### src/rtl/sensor_acq_responder.sv
// Sensor-slot responder: on an accepted trigger it pulses start, gathers NUM_CH
// words from the front-end, then publishes them all at once and holds done high.
module sensor_acq_responder #(
    parameter int NUM_CH = 8,
    parameter int DATA_W = 16,
    parameter int TMO_W  = 16
) (
    input  logic                     clk,
    input  logic                     rst,
    input  logic                     trigger,
    input  logic                     en,
    input  logic [TMO_W-1:0]         timeout_cycles,
    input  logic                     clr_err,
    output logic                     start,
    input  logic                     ch_valid,
    input  logic [DATA_W-1:0]        ch_data,
    output logic                     done,
    output logic                     busy,
    output logic [NUM_CH*DATA_W-1:0] data_out,
    output logic [31:0]              sample_count,
    output logic                     timeout_err,
    output logic                     overrun_err
);
    localparam int CNT_W = (NUM_CH > 1) ? $clog2(NUM_CH) : 1;

    typedef enum logic [1:0] {IDLE, COLLECT, DONE} state_t;

    state_t                         state_q, state_d;
    logic [CNT_W-1:0]               word_cnt;
    logic [TMO_W-1:0]               tmo_cnt;
    logic [NUM_CH-1:0][DATA_W-1:0]  shadow, shadow_fin, data_q;
    logic                           collecting, accept, complete, tmo_hit;

    assign collecting = (state_q == COLLECT) && en;
    assign accept     = trigger && en && (state_q != COLLECT);
    assign complete   = collecting && ch_valid && (word_cnt == CNT_W'(NUM_CH - 1));
    // A completing valid on the timeout cycle wins over the timeout.
    assign tmo_hit    = collecting && (timeout_cycles != '0) && !complete &&
                        (tmo_cnt == timeout_cycles - TMO_W'(1));

    // Final word bypasses the shadow so every word publishes on the same edge.
    genvar k;
    generate
        for (k = 0; k < NUM_CH; k++) begin : g_fin
            assign shadow_fin[k] = (word_cnt == CNT_W'(k)) ? ch_data : shadow[k];
        end
    endgenerate

    always_ff @(posedge clk or posedge rst) begin
        if (rst) state_q <= IDLE;
        else     state_q <= state_d;
    end

    always_comb begin
        state_d = state_q;
        case (state_q)
            IDLE, DONE: begin
                if (accept)   state_d = COLLECT;
                else if (!en) state_d = IDLE;
            end
            COLLECT: begin
                if (!en)                      state_d = IDLE;
                else if (complete || tmo_hit) state_d = DONE;
            end
            default: state_d = IDLE;
        endcase
    end

    always_ff @(posedge clk or posedge rst) begin
        if (rst) begin
            start        <= 1'b0;
            word_cnt     <= '0;
            tmo_cnt      <= '0;
            shadow       <= '0;
            data_q       <= '0;
            sample_count <= '0;
            timeout_err  <= 1'b0;
            overrun_err  <= 1'b0;
        end else begin
            start <= accept;
            if (accept) begin
                word_cnt <= '0;
                tmo_cnt  <= '0;
            end else if (collecting) begin
                tmo_cnt <= tmo_cnt + TMO_W'(1);
                if (ch_valid) begin
                    word_cnt <= word_cnt + CNT_W'(1);
                    for (int i = 0; i < NUM_CH; i++)
                        if (word_cnt == CNT_W'(i)) shadow[i] <= ch_data;
                end
            end
            if (complete) begin
                data_q       <= shadow_fin;
                sample_count <= sample_count + 32'd1;
            end
            if (tmo_hit)      timeout_err <= 1'b1;
            else if (clr_err) timeout_err <= 1'b0;
            if (collecting && trigger) overrun_err <= 1'b1;
            else if (clr_err)          overrun_err <= 1'b0;
        end
    end

    assign done     = (state_q == DONE);
    assign busy     = (state_q == COLLECT);
    assign data_out = data_q;
endmodule
### config.mk
export PLATFORM = sky130hd
export DESIGN_NAME = sensor_acq_responder
export DESIGN_NICKNAME = d
export VERILOG_FILES = /design/src/rtl/sensor_acq_responder.sv
export SDC_FILE = /design/constraint.sdc
export NUM_CORES = 1
export LEC_CHECK = 0
export BUFFER_PORTS_ARGS = -buffer_cell sky130_fd_sc_hd__buf_2
export CAP_MARGIN = 20
export CORE_MARGIN = 4
export CORE_UTILIZATION = 51
export DETAILED_ROUTE_END_ITERATION = 7
export MAX_ROUTING_LAYER = met4
export PLACE_DENSITY_LB_ADDON = 0.12
export SYNTH_ARGS = -nofsm -noshare
export SYNTH_HDL_FRONTEND = slang
export SYNTH_SLANG_ARGS = --single-unit
### constraint.sdc
create_clock -name clk -period 8.8 [get_ports clk]
set_input_delay 0.88 -clock clk [delete_from_list [all_inputs] [get_ports clk]]
set_output_delay 0.88 -clock clk [all_outputs]
set_load 0.03 [all_outputs]
# Word-level counts from Yosys, hierarchy flattened
# Index checks and enable logic that the tools add are counted.
# Widths: inputs -> output; s select.
[classes]
n_eq_ne = 13
reduce_logical = 22
mux = 21
n_addsub = 4
n_bitwise = 1
[ops]
columns = ["cell", "count"]
rows = [
  ["$mux 16", 10],
  ["$add 32x1->32 const B", 1],
  ["$add 16x1->16 const B", 1],
  ["$eq 16x16->1", 1],
  ["$reduce_bool 16->1", 1],
  ["$sub 16x1->16 const B", 1],
  ["$eq 3x3->1 const B", 4],
  ["$logic_and 1x1->1", 9],
  ["$mux 3", 3],
  ["$mux 2", 4],
  ["$reduce_bool 2->1", 4],
  ["$eq 3x2->1 const B", 2],
  ["$pmux 2 s2", 1],
  ["$reduce_and 2->1", 2],
  ["$add 3x1->3 const B", 1],
  ["$eq 3x1->1 const B", 1],
  ["$logic_not 3->1", 1],
  ["$mux 1", 3],
  ["$ne 3x2->1 const B", 1],
  ["$ne 3x3->1 const B", 1],
  ["$reduce_and 3->1", 1],
  ["$eq 2x1->1 const B", 1],
  ["$eq 2x2->1 const B", 1],
  ["$logic_not 2->1", 1],
  ["other kinds (5)", 5],
]
[word_totals]
register_bits = 312
word_cells = 84
in_bits = 38
output_inout_bits = 165

# Depth between registers and ports, before layout
# Gate-level depths: netlist of run 1.
[depth]
word_depth = 11
ltp_mapped = 9
depth_no_buf = 8

# Worst setup path before layout of run 1
# OpenSTA, ideal clock, no wires.
[synth_timing]
path_kind = "input port to flip-flop"
start = "in timeout_cycles[0]"
end = "reg state_q[0]"
setup_time_ns = 0.122
setup_slack_ns = 5.959
n_path_buf = 0
required_ns = 8.678
arrival_ns = 2.719
stages = 8
cell_sequence = "inv_1 ha_1 or4b_1 o41ai_1 nor4b_1 o311ai_1 a2111o_1 o2bb2ai_1"
[synth_between]
elab_chain_len = 7
elab_cells_between_ends = 9
cone_classes = "1 x add/sub; 2 x eq/ne; 6 x reduce/logical"
[synth_rtl]
columns = ["element", "line_no", "text"]
rows = [
  ["start, declared", "12", "input logic [TMO_W-1:0] timeout_cycles,"],
  ["branches (longest 3 deep; another with $sub 16x1->16)", "n/a", ""],
  ["$logic_and 1x1->1 *", "38", "assign tmo_hit = collecting && (timeout_cycles != '0) && !complete &&"],
  ["$logic_or 1x1->1 *", "63", "else if (complete || tmo_hit) state_d = DONE;"],
  ["$ne 3x2->1 (no source line) *", "n/a", ""],
  ["$reduce_and 2->1 (no source line) *", "n/a", ""],
  ["end signal, assigned", "51", "else state_q <= state_d;"],
  ["end, declared", "28", "state_t state_q, state_d;"],
]
# Mark *: on every way between the ends.
# A chain may end at the register's enable or synchronous reset.

# Final worst setup path of run 1
[layout_timing]
start = "reg word_cnt[1]"
end = "reg shadow[17] (netlist name)"
[layout_between]
elab_chain_len = 2
[layout_rtl]
columns = ["element", "line_no", "text"]
rows = [
  ["start, declared", "29", "logic [CNT_W-1:0] word_cnt;"],
  ["start signal, assigned", "87", "word_cnt <= word_cnt + CNT_W'(1);"],
  ["$eq 3x1->1", "89", "if (word_cnt == CNT_W'(i)) shadow[i] <= ch_data;"],
  ["$mux 16", "n/a", ""],
  ["end signal, assigned by index", "89", ""],
  ["end, declared", "31", "logic [NUM_CH-1:0][DATA_W-1:0] shadow, shadow_fin, data_q;"],
]
# No other way between the ends.

==> flow_summary.ini, run 1 <==
[logic_synthesis]
avgSynthCellArea_um2 = 11.39
synth_top_area_share_pct = 56.86
synth_seq_area_share_pct = 56.86
syn-cell-area_um2 = 13030
synth_top_cell_by_area = dfrtp_1
synthTopCellsByArea = dfrtp_1 57%, mux2_2 9.9%, mux2i_1 8.8%
synth_ff_type = dfrtp_1
synth-warning-count = 0
syn-num-nets = 1191
synth_edf_count = 0
synth_cell_types = 45
yosys_register_bits = 296
synthArstFlopShare_pct = 100.0
synthCells = 1144

[cells_and_area]
multi_input_area_um2 = 5289
seqCellArea_um2 = 7407
final_common_cell = dfrtp_1
mostFrequentLayoutCells = 296 x dfrtp_1, 202 x buf_2, 189 x nand2_1
stdcell_area_um2 = 15420
area_growth_pct = 18.41
n_fill_cell = 2079
drive_gt1_share_pct = 29.11
final_nets = 1368

[min_path]
hold_class = input port to async pin

[cts]
cts_max_path_buffers = 3
cts_setup_buffers = 0
cts-htree-levels = 2
worstSkewPairLatency_ps = 500
cts_tree = built
root_buffer = clkbuf_16
cts.sinks = 296
ctsHoldBuffers = 0
ctsResizeCount = 0
clk_pin_slew_ps = 60
cts_inserted_buffers = 34

[global_routing]
antenna_found_initial = 1
grt_max_degree = 118
grt.overflow.total = 0
grt_use_total_pct = 22.02
grt_pass1_vias = 8999
grt_pass1_wl_mm = 49.08

[routing]
drt-initial-drc-count = 525
wl_per_cell_um = 17.84
drc = 0
drtAntennaViolNets = 0
vias = 8942
drtPass1Iterations = 5
vias_per_cell = 5.342
finalWirelength_mm = 29.86

[setup_path]
path_class = register to register
path_buf_inv = 1
cp_top_family = simple AND/OR/NAND/NOR gates
required_ps = 9180
crit_slowest_cell = nor2_2
critical_path_peak_fanout = 17
slowest_delay_ps = 1060
arrival_ps = 3300
cp-start-kind = register
cp_cell_sequence = inv_1 -> ha_1 -> nand2_1 -> nor2_2 -> mux2_2
crit_path_end_kind = register

[power]
pwr_density_cell_nw_per_um2 = 210.1
ir_drop_mv = 0.1769
leakage_nw = 8.086

[placement]
place_congestion = 0.8022
dp_hpwl_mm = 19.95
port_buffers = 202
placed_area_um2 = 14280

[run]
drv_cap = 0

[floorplanning]
fp.dieW_um = 167.8
io_pins = 203
die_area_um2 = 28160
placementRows = 58
coreArea_um2 = 25180
dieHeight_um = 167.8
start_util_pct = 51.73

[sta]
clock_skew_ps = 17.52
tightest_slew_ps = 1086
final_hold_viol_count = 0
setup_viol = 0
rsz0062_at_grt = no
fmax_ghz = 0.3425
max-slew-margin-rel_pct = 27.41
fin_crit_sh_pct = 33.18
report.final.slew_viol_count = 0
fin_tns_setup_ps = 0
post-route-min-period_ps = 2920

[run_status]
status = completed
-- per-stage QoR --
stage	util, %	hold WS [ps]	cells	total power, mW	setup slack [ps]
6_report	61.25	438.1	1674	3.241	5880
4_1_cts	61.13	440.2	1672	3.279	5588
2_1_floorplan	-	453.0	1144	1.772	3989
5_1_grt	61.25	474.9	1674	3.391	5699
3_3_place_gp	56.71	452.1	1614	1.850	5545
3_5_place_dp	56.71	462.2	1614	1.861	5437
-- layout make-up --
| type | count | area share [%] |
|---|---|---|
| diodes | 1 | 0.01622 |
| clock buffers | 46 | 6.140 |
| flip-flops and latches | 296 | 48.02 |
| multi-input cells | 755 | 34.29 |
| inverters | 20 | 0.5110 |
| clock inverters | 12 | 1.079 |
| repair buffers | 214 | 7.268 |
| well taps | 330 | 2.677 |
-- cell families (layout without fill, tap and decap cells) --
kind of cell    after synthesis  count (layout)  synth area share [%]
buf+inv                      93             292                 2.709
xor+xnor                     58              58                 4.005
simple gates                317             317                 11.06
fa+ha+maj                     9               9                0.8645
mux                         229             229                 18.70
other cells                   0               1                     0
flops                       296             296                 56.86
compound gates              142             142                 5.802
-- metal layers --
layer	vias to the layer above	part of all wire, %	track usage [%]
met5	-	0	-
met4	0	1.7	4.905
met3	38	4.5	3.522
met2	199	48	34.70
met1	4417	46	30.62
li1	4288	-	-
-- synthesized netlist by cell type (2+ instances only) --
cell type / count
dfrtp_1: 296
nand2_1: 189
o21ai_0: 123
mux2_2: 115
mux2i_1: 114
clkbuf_1: 66
xnor2_1: 34
nor2_1: 30
nand3_1: 25
xor2_1: 23
inv_1: 20
nand4_1: 17
nor3_1: 11
ha_1: 9
and3_1: 8
or3_1: 6
and4_1: 5
nor2b_1: 5
a21oi_1: 4
buf_1: 4
or2_2: 4
buf_2: 3
nor4_1: 3
a211oi_1: 2
a22o_1: 2
a31oi_1: 2
and3b_1: 2
nand2b_1: 2
nand3b_1: 2
o31ai_1: 2
or4_1: 2
-- final timing paths --
kind,startpoint,end,slack (ps),cells past startpoint
hold / removal,rst,data_out[20],440,2
hold reg to reg,data_out[11],data_out[11],470,2
setup reg to reg,word_cnt[1],shadow[17],5880,5
setup / recovery,word_cnt[1],shadow[17],5880,5
max in group asynchronous,rst,shadow[71],6300,4
min in group clk,data_out[11],data_out[11],470,2
-- power breakdown --
group / leakage, nW / internal (mW) / switching, mW
Combinational: 3.49 / 0.157 / 0.159
Clock: 0.547 / 0.871 / 0.535
Sequential: 4.05 / 1.46 / 0.0549
Total: 8.09 / 2.49 / 0.749
-- registers in the layout (all words and copies together) (netlist names) --
signal and flops:
data_out 128, overrun_err 1, sample_count 32, shadow 112, start 1, state_q 2
timeout_err 1, tmo_cnt 16, word_cnt 3
Note: power is estimated with default switching activity, not from simulation.
==> inputs of run 2 (changes only) <==
- ABC_AREA: unset -> 1
- CORE_UTILIZATION: 51 -> 52
- clock period: 8.8 -> 2.52 ns (I/O delays scaled with it)
==> run 2 against run 1 <==
Compared with the run above: cell count is 38% higher; non-clock buffer count is 21 higher; critical path type unchanged; utilization is 1.6 points higher.
==> flow_summary.ini, run 2 <==
[setup_path]
cp-start-kind = register
critical_path_peak_fanout = 98
crit_path_end_kind = register
required_ps = 2930
path_class = register to register
r2r_start = state_q[0]
arrival_ps = 2480
critPathLaunch = state_q[0]

[placement]
placed_area_um2 = 15110
place_congestion = 0.8241
dp_hpwl_mm = 23.36
port_buffers = 202

[logic_synthesis]
syn-cell-area_um2 = 13740
synth_top_cell_by_area = dfrtp_1
synthTopCellsByArea = dfrtp_1 54%, nand2_1 25%, o21ai_0 5.2%
synthTopCellsByCount = 930 x nand2_1, 296 x dfrtp_1, 143 x o21ai_0
syn-num-nets = 1811
synth_cell_types = 36
yosysMostFrequentCell = nand2_1
synth_edf_count = 0
synth_seq_area_share_pct = 53.91
synth_top_area_share_pct = 53.91
avgSynthCellArea_um2 = 7.790
synthCells = 1764
synth_ff_type = dfrtp_1
yosys_register_bits = 296
synth-warning-count = 0
synthArstFlopShare_pct = 100.0

[cells_and_area]
utilization_pct = 62.81
largest_reg_flops = 128
antenna_cells = 0
n_fill_cell = 2300
seqCellArea_um2 = 7407
mostFrequentLayoutCells = 930 x nand2_1, 296 x dfrtp_1, 202 x buf_2
final_nets = 2003
final_common_cell = nand2_1
area_growth_pct = 19.11
stdcell_area_um2 = 16370
drive_gt1_share_pct = 15.51
multi_input_area_um2 = 5615

[routing]
drt-initial-drc-count = 1089
vias_per_cell = 5.175
wl_per_cell_um = 15.78
finalWirelength_mm = 36.53
drc = 0
drtAntennaViolNets = 0
vias = 11980
drtPass1Iterations = 5

[power]
leakage_nw = 9.263
pwr_density_cell_nw_per_um2 = 766.8
ir_drop_mv = 0.5044

[sta]
fin_crit_sh_pct = 82.17
rsz0062_at_grt = no
tightest_slew_ps = 1079
post-route-min-period_ps = 2071
clock_skew_ps = 13.60
setup_viol = 0
report.final.slew_viol_count = 0
max-slew-margin-rel_pct = 28.09
fin_tns_setup_ps = 0
fmax_ghz = 0.4830
final_hold_viol_count = 0

[global_routing]
grt.overflow.total = 0
antenna_found_initial = 0
grt_use_total_pct = 26.20
grt_max_degree = 131
grt_pass1_wl_mm = 59.87
grt_pass1_vias = 11580

[floorplanning]
die_area_um2 = 29090
start_util_pct = 52.73
coreArea_um2 = 26060
fp.dieW_um = 170.6
dieHeight_um = 170.6
io_pins = 203
placementRows = 59

[cts]
worstSkewPairLatency_ps = 500
clk_pin_slew_ps = 60
cts-htree-levels = 2
cts_setup_buffers = 0
root_buffer = clkbuf_16
cts_max_path_buffers = 3
cts_inserted_buffers = 34
cts_tree = built
cts.sinks = 296

[run]
drv_cap = 0

[min_path]
hold_class = input port to register
holdCritStartpoint = ch_data[3]

[run_status]
status = completed
==> run 2: changes by cell type in the layout (fill, tap and decap cells not counted), moves of 9 or more <==
cell,change
mux2i_1,-114
nand2_1,+741
dlygate4sd3_1,+13
xnor2_1,-12
mux2_2,-115
o21ai_0,+20
nor2_1,+31
inv_1,+78
buf_12,+9
==> run 2: cell families (layout without fill, tap and decap cells) <==
| kind of cell | after synthesis | after routing | synth area share (%) |
|---|---|---|---|
| flip-flops | 296 | 296 | 53.91 |
| XOR/XNOR | 46 | 46 | 2.932 |
| adder cells (fa/ha/maj) | 9 | 9 | 0.8195 |
| buffers and inverters | 181 | 397 | 5.227 |
| AO/OA/AOI/OAI | 156 | 156 | 5.728 |
| AND/OR/NAND/NOR | 1076 | 1076 | 31.39 |
==> run 2: worst max-delay path, cell delays in order (launching register included) <==
cell	delay, ps
dfrtp_1	420
nand3_4	210
nor2_8	60
clkinv_2	40
buf_4	780
nand2_1	240
o21ai_0	210
==> run 2: metal layers <==
metal	track usage [%]	wire length [µm]
met1	35.42	16220
met2	41.09	16990
met3	3.651	2057
met4	9.097	1258
met5	-	0
==> run 2: where the power goes <==
| part | leakage [nW] | internal [mW] | switching, mW |
|---|---|---|---|
| clock | 0.565 | 3.01 | 1.93 |
| combinational | 4.68 | 0.632 | 1.27 |
| sequential | 4.02 | 5.39 | 0.321 |
| total | 9.26 | 9.03 | 3.52 |
==> run 2: path summary, 6_finish.rpt <==
kind	to	slack [ps]	cells past startpoint
worst max-delay path	word_cnt[0]	450	6
worst min-delay path	data_out[115]	10	3
worst max register to register	word_cnt[0]	450	6
worst min register to register	shadow[94]	470	2
max in group asynchronous	shadow[10]	1310	5
min in group asynchronous	data_out[41]	360	3
==> run 2: what timing repair did <==
action                                 4_1_cts  5_1_grt
hold buffers                                13        0
endpoints found under the hold margin       31        0
gates resized for setup                      0        0
==> run 2: stage by stage <==
step           worst slack (ps)  cells  hold slack [ps]  power (mW)
2_1_floorplan             -1663   1764            359.3       7.116
3_3_place_gp              516.7   2242            341.2       7.558
3_5_place_dp              434.8   2242            335.6       7.651
4_1_cts                   428.6   2315            2.383       12.63
5_1_grt                   220.4   2315            23.97       13.22
6_report                  449.4   2315            12.82       12.55
==> run 2: layout make-up <==
class	instances	share of cell area, %
inverters	102	2.385
multi-input cells	1287	34.31
well taps	335	2.561
repair buffers	235	8.577
clock inverters	12	0.7110
flip-flops and latches	296	45.26
clock buffers	48	6.200
==> inputs of run 3 (changes only) <==
- clock period: 2.52 -> 1.9 ns (I/O delays scaled with it)
==> run 3 against run 2 <==
Compared with the run above: utilization grew 0.75 points; cell count is 0.91% higher; clock skew is 1.6 ps lower; clock power grew 27%; sequential cell count stayed put; non-clock buffer count grew 25; register-to-register slack lost 340 ps; sequential share of layout area down 0.53 points; power is 31% higher; setup slack got worse by 340 ps; global-route usage rose by 0.063 points; critical path type unchanged; largest power group unchanged.
==> flow_summary.ini, run 3 (synthesis results as in run 2) <==
[floorplanning]
placementRows = 59
fp.dieW_um = 170.6
io_pins = 203
coreArea_um2 = 26060
start_util_pct = 52.73
die_area_um2 = 29090
dieHeight_um = 170.6

[placement]
port_buffers = 202
dpl.cell_count = 2258
placed_area_um2 = 15250
place_congestion = 0.8404
dp_hpwl_mm = 23.96

[power]
leakage_nw = 9.373
netSwitchingFraction_pct = 28.02
seqPwrFrac_pct = 46.1
pwr_density_cell_nw_per_um2 = 989.5
power_frac_comb_pct = 15.6
ir_drop_mv = 0.6470
finalPower_mw = 16.39
internal-power_mw = 11.80
pwr-share-clk_pct = 38.2
p_switching_mw = 4.592

[min_path]
hold_class = input port to register

[setup_path]
required_ps = 2340
arrival_ps = 2230
crit_slowest_cell = dfrtp_1
cp_top_family = simple AND/OR/NAND/NOR gates
critical_path_peak_fanout = 9
cp-start-kind = register
path_buf_inv = 1
crit_path_end_kind = register
cp_cell_sequence = ha_2 -> ha_2 -> nand2_4 -> buf_12 -> nor2_4 -> nand2_4 -> nor2_4 -> nand4_1 -> xnor2_1
slowest_delay_ps = 380
path_class = register to register

[sta]
fin_crit_sh_pct = 94.08
final_hold_viol_count = 0
tightest_slew_ps = 573.5
max-slew-margin-rel_pct = 61.41
report.final.slew_viol_count = 0
setup_viol = 0
hold_slack_ps = 188.1
rsz0062_at_grt = no
fmax_ghz = 0.5594
post-route-min-period_ps = 1787
clock_skew_ps = 12.04

[routing]
finalWirelength_mm = 37.63
drc = 0
drtAntennaViolNets = 0
wl_per_cell_um = 16.11
drt-initial-drc-count = 1015
vias_per_cell = 5.188
drtPass1Iterations = 5
vias = 12120

[cells_and_area]
area_growth_pct = 20.53
stdcell_area_um2 = 16560
largest_reg_flops = 128
final_nets = 2025
fin_cells = 2336
final_common_cell = nand2_1
mostFrequentLayoutCells = 930 x nand2_1, 296 x dfrtp_1, 202 x buf_2
antenna_cells = 0
drive_gt1_share_pct = 15.99

[global_routing]
grt_max_degree = 132
grt_use_total_pct = 26.26
grt_pass1_vias = 11650
grt.overflow.total = 0
grt_pass1_wl_mm = 60.26
antenna_found_initial = 1

[cts]
worstSkewPairLatency_ps = 560
root_buffer = clkbuf_16
cts-htree-levels = 1
cts_inserted_buffers = 31
clk_pin_slew_ps = 60
cts_tree = built
cts.sinks = 296
cts_max_path_buffers = 3

[run]
drv_cap = 0

[run_status]
status = completed
## run 3: cell count changes in the layout (fill, tap and decap cells not counted), moves of 2 or more
| cell | delta |
|---|---|
| clkinv_2 | -5 |
| ha_1 | -2 |
| clkbuf_1 | +3 |
| dlygate4sd3_1 | +7 |
| ha_2 | +2 |
| clkbuf_16 | -3 |
| buf_4 | +15 |
## run 3: cell type report
class	instances	area, µm²
Tap cell	335	419.2
Clock buffer	48	939.7
Timing Repair Buffer	260	1659
Inverter	102	390.4
Clock inverter	8	121.4
Multi-Input combinational cell	1287	5625
Fill cell	2289	9497
Sequential cell	296	7407
## run 3: through the flow
stage          util [%]  setup slack, ps  TNS, ps
6_report          63.56            112.5        0
4_1_cts           63.36            13.21        0
3_3_place_gp      58.53            100.0        0
2_1_floorplan         -            -2221  -657450
3_5_place_dp      58.53            18.34        0
5_1_grt           63.56            1.305        0
## run 3: timing repair
action | CTS | global route
resized for setup | 0 | 4
endpoints found under the setup margin | 0 | 73
setup buffers | 0 | 1
hold endpoints to repair | 47 | 0
hold buffers | 20 | 0
## run 3: final timing paths
kind	from	to	slack [ps]	depth (start not counted)
worst max-delay path	word_cnt[0]	sample_count[26]	110	9
worst min-delay path	timeout_cycles[7]	state_q[1]	190	7
worst max register to register	word_cnt[0]	sample_count[26]	110	9
worst min register to register	shadow[92]	shadow[92]	470	2
max in group asynchronous	rst	shadow[22]	970	4
min in group asynchronous	rst	data_out[35]	230	3
## run 3: routing by layer
metal  track usage (%)  part of all wire (%)  vias to the layer above
met3             2.657                   5.6                       82
met2             42.21                    47                      386
met4             7.431                   2.9                        0
li1                  -                     -                     5871
met5                 -                     0                        -
met1             36.01                    44                     5779
## run 3: power by group through the flow
stage	Clock, mW	Sequential [mW]	Combinational, mW
after floorplan	0	7.64	1.80
after global placement	0	7.62	2.42
after detailed placement	0	7.65	2.49
after CTS	6.37	7.55	2.56
after global routing	6.64	7.66	2.98
final	6.27	7.56	2.56
## run 3: worst reg2reg max path, stage by stage, from the launching register on
cell and delay [ps]:
dfrtp_1 380, ha_2 200, ha_2 210, nand2_4 90, buf_12 150, nor2_4 140, nand2_4 90, nor2_4 140
nand4_1 120, xnor2_1 150
